===== src/rtl/output_buffer_ctrl.sv =====
// Output buffer sequencer: fills the per-lane register files row-major, then drains them as 2x2 windows.
// Build option OB_CTRL_PINGPONG_EN: two banks, fill and drain run concurrently.
//
// state   | meaning
// IDLE    | waiting for start (serial build)
// FILL    | accepting one map element per handshake
// DRAIN   | presenting window addresses to the pooling stage
// DONE    | one-cycle completion pulse
module output_buffer_ctrl #(
    parameter int WIDTH   = 32,
    parameter int ADDR_W  = 5,
    parameter int MAP_DIM = 4
) (
    input  logic              clk,
    input  logic              rst,
    input  logic              start,
    input  logic [WIDTH-1:0]  lane_en,
    input  logic              in_valid,
    output logic              in_ready,
    output logic [WIDTH-1:0]  Wr_ctrl,
    output logic [ADDR_W-1:0] add_in,
    output logic              rd_valid,
    input  logic              rd_ready,
    output logic [ADDR_W-1:0] add_1,
    output logic [ADDR_W-1:0] add_2,
    output logic [ADDR_W-1:0] add_3,
    output logic [ADDR_W-1:0] add_4,
    output logic              win_last,
    output logic              busy,
    output logic              done
);

    localparam int N_ELEM = MAP_DIM * MAP_DIM;
    localparam logic [ADDR_W-1:0] LAST_ELEM = ADDR_W'(N_ELEM - 1);
    localparam logic [ADDR_W-1:0] LAST_WIN  = ADDR_W'(MAP_DIM / 2 - 1);
    localparam logic [ADDR_W-1:0] ROW_STEP  = ADDR_W'(2 * MAP_DIM);
    localparam logic [ADDR_W-1:0] COL_STEP  = ADDR_W'(MAP_DIM);
    localparam logic [ADDR_W-1:0] ONE       = ADDR_W'(1);

    logic [WIDTH-1:0]  lane_q;
    logic [ADDR_W-1:0] wr_cnt, add_in_q, fill_off;
    logic [ADDR_W-1:0] win_r, win_c, drain_off, load_off;
    logic [ADDR_W-1:0] nxt_r, nxt_c, nxt_off, nxt_base;
    logic [ADDR_W-1:0] a1_q, a2_q, a3_q, a4_q;
    logic              fill_active, drain_active;
    logic              fill_start, fire, fill_done;
    logic              drain_load, drain_hs, drain_step, last_win;

    assign fire       = fill_active && in_valid;
    assign fill_done  = fire && (wr_cnt == LAST_ELEM);
    assign last_win   = (win_r == LAST_WIN) && (win_c == LAST_WIN);
    assign drain_hs   = drain_active && rd_ready;
    assign drain_step = drain_hs && !last_win;

    assign Wr_ctrl  = fire ? lane_q : '0;
    assign add_in   = fire ? (fill_off + wr_cnt) : add_in_q;
    assign add_1    = a1_q;
    assign add_2    = a2_q;
    assign add_3    = a3_q;
    assign add_4    = a4_q;
    assign win_last = drain_active && last_win;

    always_ff @(posedge clk) begin
        if (rst) begin
            lane_q   <= '0;
            wr_cnt   <= '0;
            add_in_q <= '0;
        end else if (fill_start) begin
            lane_q <= lane_en;
            wr_cnt <= '0;
        end else if (fire) begin
            wr_cnt   <= wr_cnt + ONE;
            add_in_q <= fill_off + wr_cnt;
        end
    end

    // Next window is either the first of a fresh bank or the row-major successor.
    always_comb begin
        nxt_r   = '0;
        nxt_c   = '0;
        nxt_off = load_off;
        if (!drain_load) begin
            nxt_off = drain_off;
            if (win_c == LAST_WIN) begin
                nxt_r = win_r + ONE;
            end else begin
                nxt_r = win_r;
                nxt_c = win_c + ONE;
            end
        end
        nxt_base = nxt_off + nxt_r * ROW_STEP + nxt_c + nxt_c;
    end

    always_ff @(posedge clk) begin
        if (rst) begin
            win_r     <= '0;
            win_c     <= '0;
            drain_off <= '0;
            a1_q      <= '0;
            a2_q      <= '0;
            a3_q      <= '0;
            a4_q      <= '0;
        end else if (drain_load || drain_step) begin
            win_r     <= nxt_r;
            win_c     <= nxt_c;
            drain_off <= nxt_off;
            a1_q      <= nxt_base;
            a2_q      <= nxt_base + ONE;
            a3_q      <= nxt_base + COL_STEP;
            a4_q      <= nxt_base + COL_STEP + ONE;
        end
    end

`ifdef OB_CTRL_PINGPONG_EN
    localparam logic [ADDR_W-1:0] BANK_OFF = ADDR_W'(N_ELEM);

    typedef enum logic [1:0] {D_IDLE, D_DRAIN, D_DONE} dstate_t;
    dstate_t    dstate_q, dstate_d;
    logic       fill_act_q, fill_bank_q, fill_ptr_q;
    logic       drain_bank_q, drain_ptr_q;
    logic [1:0] bank_full_q;

    assign fill_active  = fill_act_q;
    assign drain_active = (dstate_q == D_DRAIN);
    assign fill_start   = start && !fill_act_q && !bank_full_q[fill_ptr_q];
    assign fill_off     = fill_bank_q ? BANK_OFF : '0;
    // A bank finishing its fill this cycle can start draining straight away.
    assign drain_load   = (dstate_q == D_IDLE) &&
                          (bank_full_q[drain_ptr_q] || (fill_done && (fill_bank_q == drain_ptr_q)));
    assign load_off     = drain_ptr_q ? BANK_OFF : '0;

    always_ff @(posedge clk) begin
        if (rst) begin
            dstate_q     <= D_IDLE;
            fill_act_q   <= 1'b0;
            fill_bank_q  <= 1'b0;
            fill_ptr_q   <= 1'b0;
            drain_bank_q <= 1'b0;
            drain_ptr_q  <= 1'b0;
            bank_full_q  <= '0;
        end else begin
            dstate_q <= dstate_d;
            if (fill_start) begin
                fill_act_q  <= 1'b1;
                fill_bank_q <= fill_ptr_q;
                fill_ptr_q  <= !fill_ptr_q;
            end else if (fill_done) begin
                fill_act_q <= 1'b0;
            end
            if (drain_load) begin
                drain_bank_q <= drain_ptr_q;
                drain_ptr_q  <= !drain_ptr_q;
            end
            if (fill_done)
                bank_full_q[fill_bank_q] <= 1'b1;
            if (drain_hs && last_win)
                bank_full_q[drain_bank_q] <= 1'b0;
        end
    end

    always_comb begin
        dstate_d = dstate_q;
        in_ready = fill_act_q;
        rd_valid = 1'b0;
        done     = 1'b0;
        busy     = fill_act_q || (dstate_q != D_IDLE) || (|bank_full_q);
        case (dstate_q)
            D_IDLE:  if (drain_load) dstate_d = D_DRAIN;
            D_DRAIN: begin
                rd_valid = 1'b1;
                if (rd_ready && last_win) dstate_d = D_DONE;
            end
            D_DONE: begin
                done     = 1'b1;
                dstate_d = D_IDLE;
            end
            default: dstate_d = D_IDLE;
        endcase
    end
`else
    typedef enum logic [1:0] {S_IDLE, S_FILL, S_DRAIN, S_DONE} state_t;
    state_t state_q, state_d;

    assign fill_active  = (state_q == S_FILL);
    assign drain_active = (state_q == S_DRAIN);
    assign fill_start   = (state_q == S_IDLE) && start;
    assign fill_off     = '0;
    assign drain_load   = fill_done;
    assign load_off     = '0;

    always_ff @(posedge clk) begin
        if (rst) state_q <= S_IDLE;
        else     state_q <= state_d;
    end

    always_comb begin
        state_d  = state_q;
        in_ready = 1'b0;
        rd_valid = 1'b0;
        done     = 1'b0;
        busy     = 1'b1;
        case (state_q)
            S_IDLE: begin
                busy = 1'b0;
                if (start) state_d = S_FILL;
            end
            S_FILL: begin
                in_ready = 1'b1;
                if (fill_done) state_d = S_DRAIN;
            end
            S_DRAIN: begin
                rd_valid = 1'b1;
                if (rd_ready && last_win) state_d = S_DONE;
            end
            S_DONE: begin
                done    = 1'b1;
                state_d = S_IDLE;
            end
            default: state_d = S_IDLE;
        endcase
    end
`endif

endmodule


===== config.mk =====
export PLATFORM = sky130hd
export DESIGN_NAME = output_buffer_ctrl
export DESIGN_NICKNAME = d
export VERILOG_FILES = /design/src/rtl/output_buffer_ctrl.sv
export SDC_FILE = /design/constraint.sdc
export NUM_CORES = 1
export LEC_CHECK = 0
export CAP_MARGIN = 15
export CORE_AREA = 2 2 87 89
export DETAILED_ROUTE_END_ITERATION = 8
export DIE_AREA = 0 0 89 91
export PLACE_DENSITY = 0.82
export SETUP_SLACK_MARGIN = 0.5
export SLEW_MARGIN = 20
export SYNTH_ARGS = -nofsm -noshare
export SYNTH_HDL_FRONTEND = slang
export SYNTH_SLANG_ARGS = --single-unit

===== constraint.sdc =====
create_clock -name clk -period 10.4 [get_ports clk]
set_input_delay 1.04 -clock clk [delete_from_list [all_inputs] [get_ports clk]]
set_output_delay 1.04 -clock clk [all_outputs]
set_load 0.03 [all_outputs]

=== Yosys cells after proc, flatten, opt, wreduce, memory -nomap -nowiden ===
Cells that the tools add are included.

* Reduce and logical (&&, ||, !) cells: 15
* Eq/ne operators: 9
* Add/sub/neg operators: 9
* Multiplexer cells: 15

{| class="wikitable"
|+ Operator list
! kind !! count
|-
| $mux W32 || 1
|-
| $mux W5 || 6
|-
| $add A5 B1 Y5 const B || 5
|-
| $add A5 B5 Y5 || 3
|-
| $eq A5 B1 Y1 const B || 2
|-
| $logic_and A1 B1 Y1 || 8
|-
| $pmux W2 S4 || 1
|-
| $mux W2 || 3
|-
| $add A5 B3 Y5 const B || 1
|-
| $eq A5 B4 Y1 const B || 1
|-
| $eq A2 B2 Y1 const B || 2
|-
| $mux W1 || 4
|-
| $ne A2 B1 Y1 const B || 2
|-
| $reduce_and A3 Y1 || 1
|-
| $eq A2 B1 Y1 const B || 1
|-
| $logic_not A2 Y1 || 1
|-
| $ne A2 B2 Y1 const B || 1
|-
| $reduce_and A2 Y1 || 1
|-
| $reduce_bool A2 Y1 || 1
|-
| $reduce_or A2 Y1 || 1
|-
| $logic_not A1 Y1 || 1
|-
| $logic_or A1 B1 Y1 || 1
|}

* Bits of input ports: 37
* Logic and storage cells: 60
* Bits in registers: 79
* Output and inout port bits: 62

=== Longest topological paths before layout ===
Gate-level depths: netlist (run 1).

* Depth in word-level cells: 9
* Gate-level depth with buffers: 18
* Mapped depth without buffers: 17

=== Worst setup path after synthesis (run 1) ===
No wires, ideal clock.

* Path type: in2reg
* Start point: input in_valid
* End point: register a3_q[4], in the netlist add_3[4]
* Path buffers: 1
* Required time: 10.314 ns
* Slack: 6.381 ns
* Setup time: 0.086 ns
* Arrival: 3.934 ns
* Stages on the path: 11
* Cell sequence: nand3_1 clkbuf_1 nand3_1 fa_1 fa_1 xor2_1 nor2_1 a311oi_2 nand3_4 xor2_1 a211oi_1

* Longest elaborated chain between the ends: 7
* Elaborated cells on any way between the ends: 10
* Classes of those cells: add/sub (4); mux (3); reduce/logical (3)

{| class="wikitable"
|+ RTL lines
! what !! line !! text
|-
| start, declared || 18 || <nowiki>input logic in_valid,</nowiki>
|-
| $logic_and A1 B1 Y1 (*) || 49 || <nowiki>assign fire = fill_active && in_valid;</nowiki>
|-
| $logic_and A1 B1 Y1 (*) || 50 || <nowiki>assign fill_done = fire && (wr_cnt == LAST_ELEM);</nowiki>
|-
| $mux W5 || 82 || <nowiki>if (!drain_load) begin</nowiki>
|-
| $add A5 B5 Y5 (3 in a row) || 91 || <nowiki>nxt_base = nxt_off + nxt_r * ROW_STEP + nxt_c + nxt_c;</nowiki>
|-
| $add A5 B3 Y5 || 109 || <nowiki>a3_q <= nxt_base + COL_STEP;</nowiki>
|-
| end signal, assigned || 109 ||
|-
| end, declared || 44 || <nowiki>logic [ADDR_W-1:0] a1_q, a2_q, a3_q, a4_q;</nowiki>
|}

Mark *: on every way between the ends. The rest lies on a longest branch, timed or not.
A chain may end at the register's enable or synchronous reset.

=== Final worst setup path (run 1) ===
* Start point: input in_valid
* End point: register a3_q[4], in the netlist add_3[4]

* Longest elaborated chain between the ends: 7
* Elaborated cells on any way between the ends: 10
* Classes of those cells: add/sub (4); mux (3); reduce/logical (3)

{| class="wikitable"
|+ RTL lines
! what !! line !! text
|-
| $logic_and A1 B1 Y1 || 49 ||
|-
| $logic_and A1 B1 Y1 || 50 ||
|-
| $mux W5 || 82 ||
|-
| via nxt_off[2] || 43 || <nowiki>logic [ADDR_W-1:0] nxt_r, nxt_c, nxt_off, nxt_base;</nowiki>
|-
| $add A5 B5 Y5 (3 in a row) || 91 ||
|-
| $add A5 B3 Y5 || 109 ||
|}

The timed path passes the listed nets, and every way through them passes these cells.

==> impl_metrics.json, run 1 <==
{
  "ys_async_sr_fraction": 0,
  "dieArea_mm2": 0.00810,
  "portBuffers": 98,
  "hpwl_um": 5850,
  "dpl_worst_slack_ns": 5.59,
  "fin_crit_ns": 4.44,
  "slew_headroom": 0.383,
  "die_height_um": 91,
  "ys_seq_area_frac": 0.405,
  "cts.clk_slew.worst_paths_ns": 0.08,
  "core_area_mm2": 0.00714,
  "clock-sinks": 74,
  "cp_top_family": "simple AND/OR/NAND/NOR gates",
  "setup_slack_ns": 5.96,
  "synth_top_cell_by_area": "dfxtp_1",
  "syn_area_per_cell_um2": 8.21,
  "io_pins": 99,
  "synth_top_area_frac": 0.405,
  "cts_root_buffer": "clkbuf_8",
  "final-instance-count-excl-fill": 630,
  "crit_start": "in_valid",
  "path_cells": "clkdlybuf4s50_1 > nand3_1 > and2_1 > ha_1 > ha_1 > inv_1 > fa_1 > xor2_1 > nor2_1 > a311oi_2 > nand3_4 > xor2_1 > a211oi_1",
  "final_core_util": 0.686,
  "grt_use_total": 0.222,
  "critPathSlowestCell": "xor2_1",
  "post-place-cells": 614,
  "vias": 3327,
  "cp.depth": 13,
  "cp_max_fo": 16,
  "post_cts_buffers": 0,
  "min_path_type": "flip-flop to flip-flop",
  "grt_max_degree": 75,
  "crit_arrival_ns": 4.70,
  "netlist_instances": 446,
  "synth-seq-cells": 74,
  "nets": 581,
  "synth_edf_count": 0,
  "fin_total_pwr_uw": 964,
  "synth_flop_cell": "dfxtp_1",
  "r2r_cells": 15,
  "synthesis.area_mm2": 0.00366,
  "hold_viol": 0,
  "ys_warn_count": 0,
  "power.density_mw_per_mm2": 197,
  "worstSetupPathType": "input port to flip-flop",
  "grt_first_pass_wirelength_um": 14400,
  "cts-buffers-inserted": 9,
  "peakVddDrop_mv": 0.125,
  "drcViolationCount": 0,
  "grt_pass1_vias": 3209,
  "fillCellCount": 595,
  "drv_slew": 0,
  "ys_top_cells_by_area": "dfxtp_1 (40%), nand2_1 (10%), a21oi_1 (7.0%), and3_1 (6.2%), ha_1 (5.5%)",
  "drt_iter0_drc": 211,
  "yosysMostFrequentCell": "nand2_1",
  "drive_gt1_frac": 0.0734,
  "wl_per_cell_um": 13.9,
  "final_cell_area_mm2": 0.00489,
  "placementRows": 31,
  "max-cap-violations": 0,
  "critPathMaxStageDelay_ns": 0.51,
  "diodes": 0,
  "initial_utilization": 0.513,
  "seqCellArea_mm2": 0.00148,
  "finalWeightedCongestion": 0.814,
  "multi_input_area_mm2": 0.00196,
  "ant_nets": 0,
  "critPathRequiredTime_ns": 10.67,
  "overflow": 0,
  "totalWireLength_um": 8730,
  "critPathLaunchType": "input port",
  "finalSetupViolCount": 0,
  "ys_top_cells_by_count": "nand2_1 (99), dfxtp_1 (74), a21oi_1 (51)",
  "crit_buf_inv": 2,
  "end_kind": "flip-flop",
  "grt_antenna_before_repair": 0,
  "fin_tns_setup_ns": 0,
  "area_delta_synth_final_pct": 33.7,
  "worstMarginPinSlew_ns": 0.923,
  "ys_types": 46,
  "ctsLongestPathBuffers": 2,
  "cts_tree": "done",
  "whs_ns": 0.451,
  "rsz0062_at_grt": "no",
  "ctsHoldBuffers": 0,
  "drt_first_pass_iters": 5,
  "status": "completed",
  "place_area_mm2": 0.00462,
  "htree_levels": 3,
  "r2r_end": "add_3[4]",
  "die_x_um": 89,
  "clk_latency_ns": 0.35,
  "cp-endpoint": "add_3[4]",
  "syn-num-nets": 501,
  "finalCritPeriodShare": 0.427,
  "finClkSkew_ns": 0.0104,
  "max_freq_mhz": 225,
  "reg2reg_from": "state_q[1]",
  "cts_resized": 0,
  "reg2reg_slack_ns": 6.14,
  "avgViaCountPerCell": 5.28,
  "power_leakage_nw": 1.92
}
cells by family (layout without fill, tap and decap cells):
family,after synthesis,count (layout),synth area share
buffers and inverters,45,130,0.0602
adders and majority gates,18,18,0.0656
and+or+nand+nor,213,213,0.287
xor gates and xnor gates,16,16,0.0383
muxes,10,10,0.0294
AOI/OAI and AO/OA,70,70,0.114
DFF,74,74,0.405
cell usage in the layout, fill, tap and decap left out, types with 2 or more instances in the layout:
| cell | instances |
|---|---|
| nand2_1 | 98 |
| clkdlybuf4s50_1 | 97 |
| dfxtp_1 | 74 |
| a21oi_1 | 51 |
| and3_1 | 36 |
| nor2_1 | 29 |
| ha_1 | 16 |
| inv_1 | 11 |
| xor2_1 | 11 |
| clkbuf_8 | 9 |
| nor3_1 | 8 |
| and2_1 | 7 |
| nand3_1 | 7 |
| nand4_1 | 7 |
| mux2_2 | 6 |
| xnor2_1 | 5 |
| o21ai_0 | 5 |
| a211oi_1 | 5 |
| buf_4 | 5 |
| mux2i_1 | 4 |
| bufinv_16 | 4 |
| or3_1 | 3 |
| nor2b_1 | 3 |
| nand2b_1 | 2 |
| nor4b_1 | 2 |
| fa_1 | 2 |
where the power goes:
group	switching, mW	internal (mW)
sequential	0.0213	0.322
combinational	0.201	0.120
clock	0.114	0.186
area by class of cell:
cell class	count	area share
Multi-Input combinational cell	327	0.401
Sequential cell	74	0.303
Timing Repair Buffer	103	0.207
Clock inverter	7	0.0304
Clock buffer	9	0.0253
Tap cell	99	0.0253
Inverter	11	0.00844
worst register-to-register path, cell delays in order (launching register included):
cell      delay [ns]
dfxtp_1         0.35
inv_1           0.11
ha_1            0.15
buf_4           0.30
nand3_1         0.47
and2_1          0.35
ha_1            0.30
ha_1            0.15
inv_1           0.06
fa_1            0.37
xor2_1          0.51
nor2_1          0.11
a311oi_2        0.41
nand3_4         0.15
xor2_1          0.18
a211oi_1        0.23
how the worst min path moves through the flow:
stage	depth (start not counted)	slack (ns)	to	startpoint
floorplan	2	0.43	add_in_q[0]	add_in_q[0]
global placement	2	0.44	add_in_q[1]	add_in_q[1]
detailed placement	2	0.44	lane_q[13]	lane_q[13]
CTS	2	0.45	lane_q[9]	lane_q[9]
global route	2	0.48	add_in_q[2]	add_in_q[2]
finish	2	0.45	add_1[4]	add_1[4]
registers in the layout, summed over array words and instances (netlist names):
register / count
lane_q: 32
add_2: 5
add_in_q: 5
drain_off: 5
win_c: 5
win_r: 5
wr_cnt: 5
add_1: 4
add_3: 3
add_4: 3
state_q: 2
routing by layer:
layer,routed length [um],up-vias,track usage
met1,3820,1538,0.284
met3,385,24,0.0373
li1,-,1659,-
met5,0,-,0
met2,4230,106,0.353
met4,291,0,0.114
No activity file was read; power rests on OpenSTA's default activity.
==> inputs of run 2 (changes only) <==
--- a/config.mk
+++ b/config.mk
@@ -6,10 +6,10 @@
 export NUM_CORES = 1
 export LEC_CHECK = 0
 export CAP_MARGIN = 15
-export CORE_AREA = 2 2 87 89
+export CORE_AREA = 2 2 91 93
 export DETAILED_ROUTE_END_ITERATION = 8
-export DIE_AREA = 0 0 89 91
-export PLACE_DENSITY = 0.82
+export DIE_AREA = 0 0 93 95
+export PLACE_DENSITY = 0.76
 export SETUP_SLACK_MARGIN = 0.5
 export SLEW_MARGIN = 20
 export SYNTH_ARGS = -nofsm -noshare
==> constraint.sdc (replaced) <==
create_clock -name clk -period 4.4 [get_ports clk]
set_input_delay 0.44 -clock clk [delete_from_list [all_inputs] [get_ports clk]]
set_output_delay 0.44 -clock clk [all_outputs]
set_load 0.03 [all_outputs]
==> run 2 against run 1 <==
Net effect: first-iteration DRC count down 17%; register-to-register slack got worse by 5.4 ns; global-route usage is 2.0 points lower; critical path depth shrank 1; cell count increased by 1.7%; wire length up 2.9%; clock skew rose by 0.0025 ns; non-clock buffer count increased by 6; worst hold slack hardly changed; sequential cell count is the same; sequential power up 140%; critical endpoint unchanged; largest power group unchanged; highest routed layer unchanged.
==> impl_metrics.json, run 2 (synthesis results as in run 1) <==
{
  "worstMarginPinSlew_ns": 0.993,
  "drt_iter0_drc": 175,
  "reg2reg_from": "win_c[0]",
  "wl_per_cell_um": 14.0,
  "grt_first_pass_wirelength_um": 14400,
  "ctsLongestPathBuffers": 2,
  "final_cell_area_mm2": 0.00489,
  "power.density_mw_per_mm2": 428,
  "nets": 587,
  "drive_gt1_frac": 0.0877,
  "crit_arrival_ns": 3.96,
  "drcViolationCount": 0,
  "overflow": 0,
  "area_delta_synth_final_pct": 33.7,
  "path_cells": "ha_1 > or4b_4 > xnor2_1 > nand2_1 > fa_1 > fa_2 > xor2_4 > nor2_1 > a311oi_2 > nand3_4 > xor2_1 > a211oi_1",
  "cts_tree": "done",
  "cts-buffers-inserted": 9,
  "drt_first_pass_iters": 4,
  "fin_crit_ns": 3.71,
  "fin_total_pwr_mw": 2.09,
  "setup_slack_ns": 0.692,
  "critPathRequiredTime_ns": 4.65,
  "place_area_mm2": 0.00463,
  "top_register": "lane_q",
  "initial_utilization": 0.462,
  "critPathSlowestCell": "or4b_4",
  "portBuffers": 98,
  "final_common_cell": "nand2_1",
  "clock-sinks": 74,
  "cp_top_family": "adder cells",
  "min_path_type": "flip-flop to flip-flop",
  "max-cap-violations": 0,
  "critPathMaxStageDelay_ns": 0.53,
  "grt_max_degree": 75,
  "reg2reg_slack_ns": 0.69,
  "dpl_worst_slack_ns": 0.239,
  "worstSetupPathType": "flip-flop to flip-flop",
  "die_x_um": 93,
  "grt_pass1_vias": 3134,
  "critPathLaunchType": "flip-flop",
  "htree_levels": 3,
  "dieArea_mm2": 0.00884,
  "finalWeightedCongestion": 0.754,
  "drv_slew": 0,
  "slew_headroom": 0.338,
  "totalWireLength_um": 8990,
  "avgViaCountPerCell": 5.10,
  "cp.depth": 12,
  "largest_register_ffs": 32,
  "fillCellCount": 708,
  "final_core_util": 0.617,
  "finalSetupViolCount": 0,
  "max_freq_mhz": 270,
  "fin_tns_setup_ns": 0,
  "layout_common_cells": "nand2_1 (98), clkdlybuf4s50_1 (97), dfxtp_1 (73)",
  "ctsHoldBuffers": 0,
  "r2r_cells": 12,
  "busiest_layer": "met2",
  "gr-usage-met2": 0.314,
  "status": "completed",
  "use_met1": 0.264,
  "hpwl_um": 5910,
  "die_height_um": 95,
  "grt_antenna_before_repair": 0,
  "crit_buf_inv": 0,
  "diodes": 0,
  "grt_use_total": 0.202,
  "placementRows": 33,
  "peakVddDrop_mv": 0.224,
  "cts_root_buffer": "clkbuf_8",
  "io_pins": 99,
  "finalCritPeriodShare": 0.843,
  "power_leakage_nw": 1.91,
  "end_kind": "flip-flop",
  "cp-endpoint": "add_3[4]",
  "ant_nets": 0,
  "cts.clk_slew.worst_paths_ns": 0.07,
  "use_met3": 0.0423,
  "hold_viol": 0,
  "core_area_mm2": 0.00793,
  "rsz0062_at_grt": "no",
  "clk_latency_ns": 0.35,
  "cp_max_fo": 7,
  "crit_start": "win_c[0]",
  "finClkSkew_ns": 0.0129,
  "r2r_end": "add_3[4]",
  "vias": 3268
}
run 2: power breakdown:
| part | leakage [nW] | switching, mW | internal, mW |
|---|---|---|---|
| clock | 0.0921 | 0.246 | 0.258 |
| combinational | 1.21 | 0.481 | 0.298 |
| sequential | 0.602 | 0.0507 | 0.761 |
| total | 1.91 | 0.778 | 1.32 |
run 2: worst min path at each step:
stage                      from           to  slack [ns]  depth (start not counted)
floorplan           add_in_q[0]  add_in_q[0]        0.43                          2
global placement      lane_q[5]    lane_q[5]        0.44                          2
detailed placement   lane_q[14]   lane_q[14]        0.44                          2
CTS                   lane_q[5]    lane_q[5]        0.45                          2
global route         lane_q[30]   lane_q[30]        0.47                          2
finish               lane_q[30]   lane_q[30]        0.45                          2
run 2: area by class of cell:
cell class	count	area [um^2]	share of cell area
inverter	11	41.3	0.00844
tap	105	131	0.0268
sequential	74	1480	0.303
multi-input combinational	327	2000	0.408
clock buffer	10	128	0.0261
timing repair buffer	109	1060	0.216
clock inverter	5	56.3	0.0115
run 2: tightest hold or removal path, stage by stage, from the launching register on:
cell     delay (ns)
dfxtp_1        0.31
nand2_1        0.05
a21oi_1        0.05
run 2: timing repair:
item | 4_1_cts | 5_1_grt
setup endpoints to repair | 4 | 3
gates resized for setup | 3 | 3
pin swaps | 1 | 2
buffers inserted | 0 | 6
run 2: through the flow:
stage,hold WS (ns),std cells
3_5_place_dp,0.442,620
3_3_place_gp,0.437,620
2_1_floorplan,0.429,446
4_1_cts,0.454,635
5_1_grt,0.468,641
6_report,0.451,641
run 2: layer usage:
metal | part of all wire | wire length [um]
met4 | 0.021 | 187
met5 | 0 | 0
met1 | 0.47 | 4190
met3 | 0.037 | 336
met2 | 0.48 | 4270
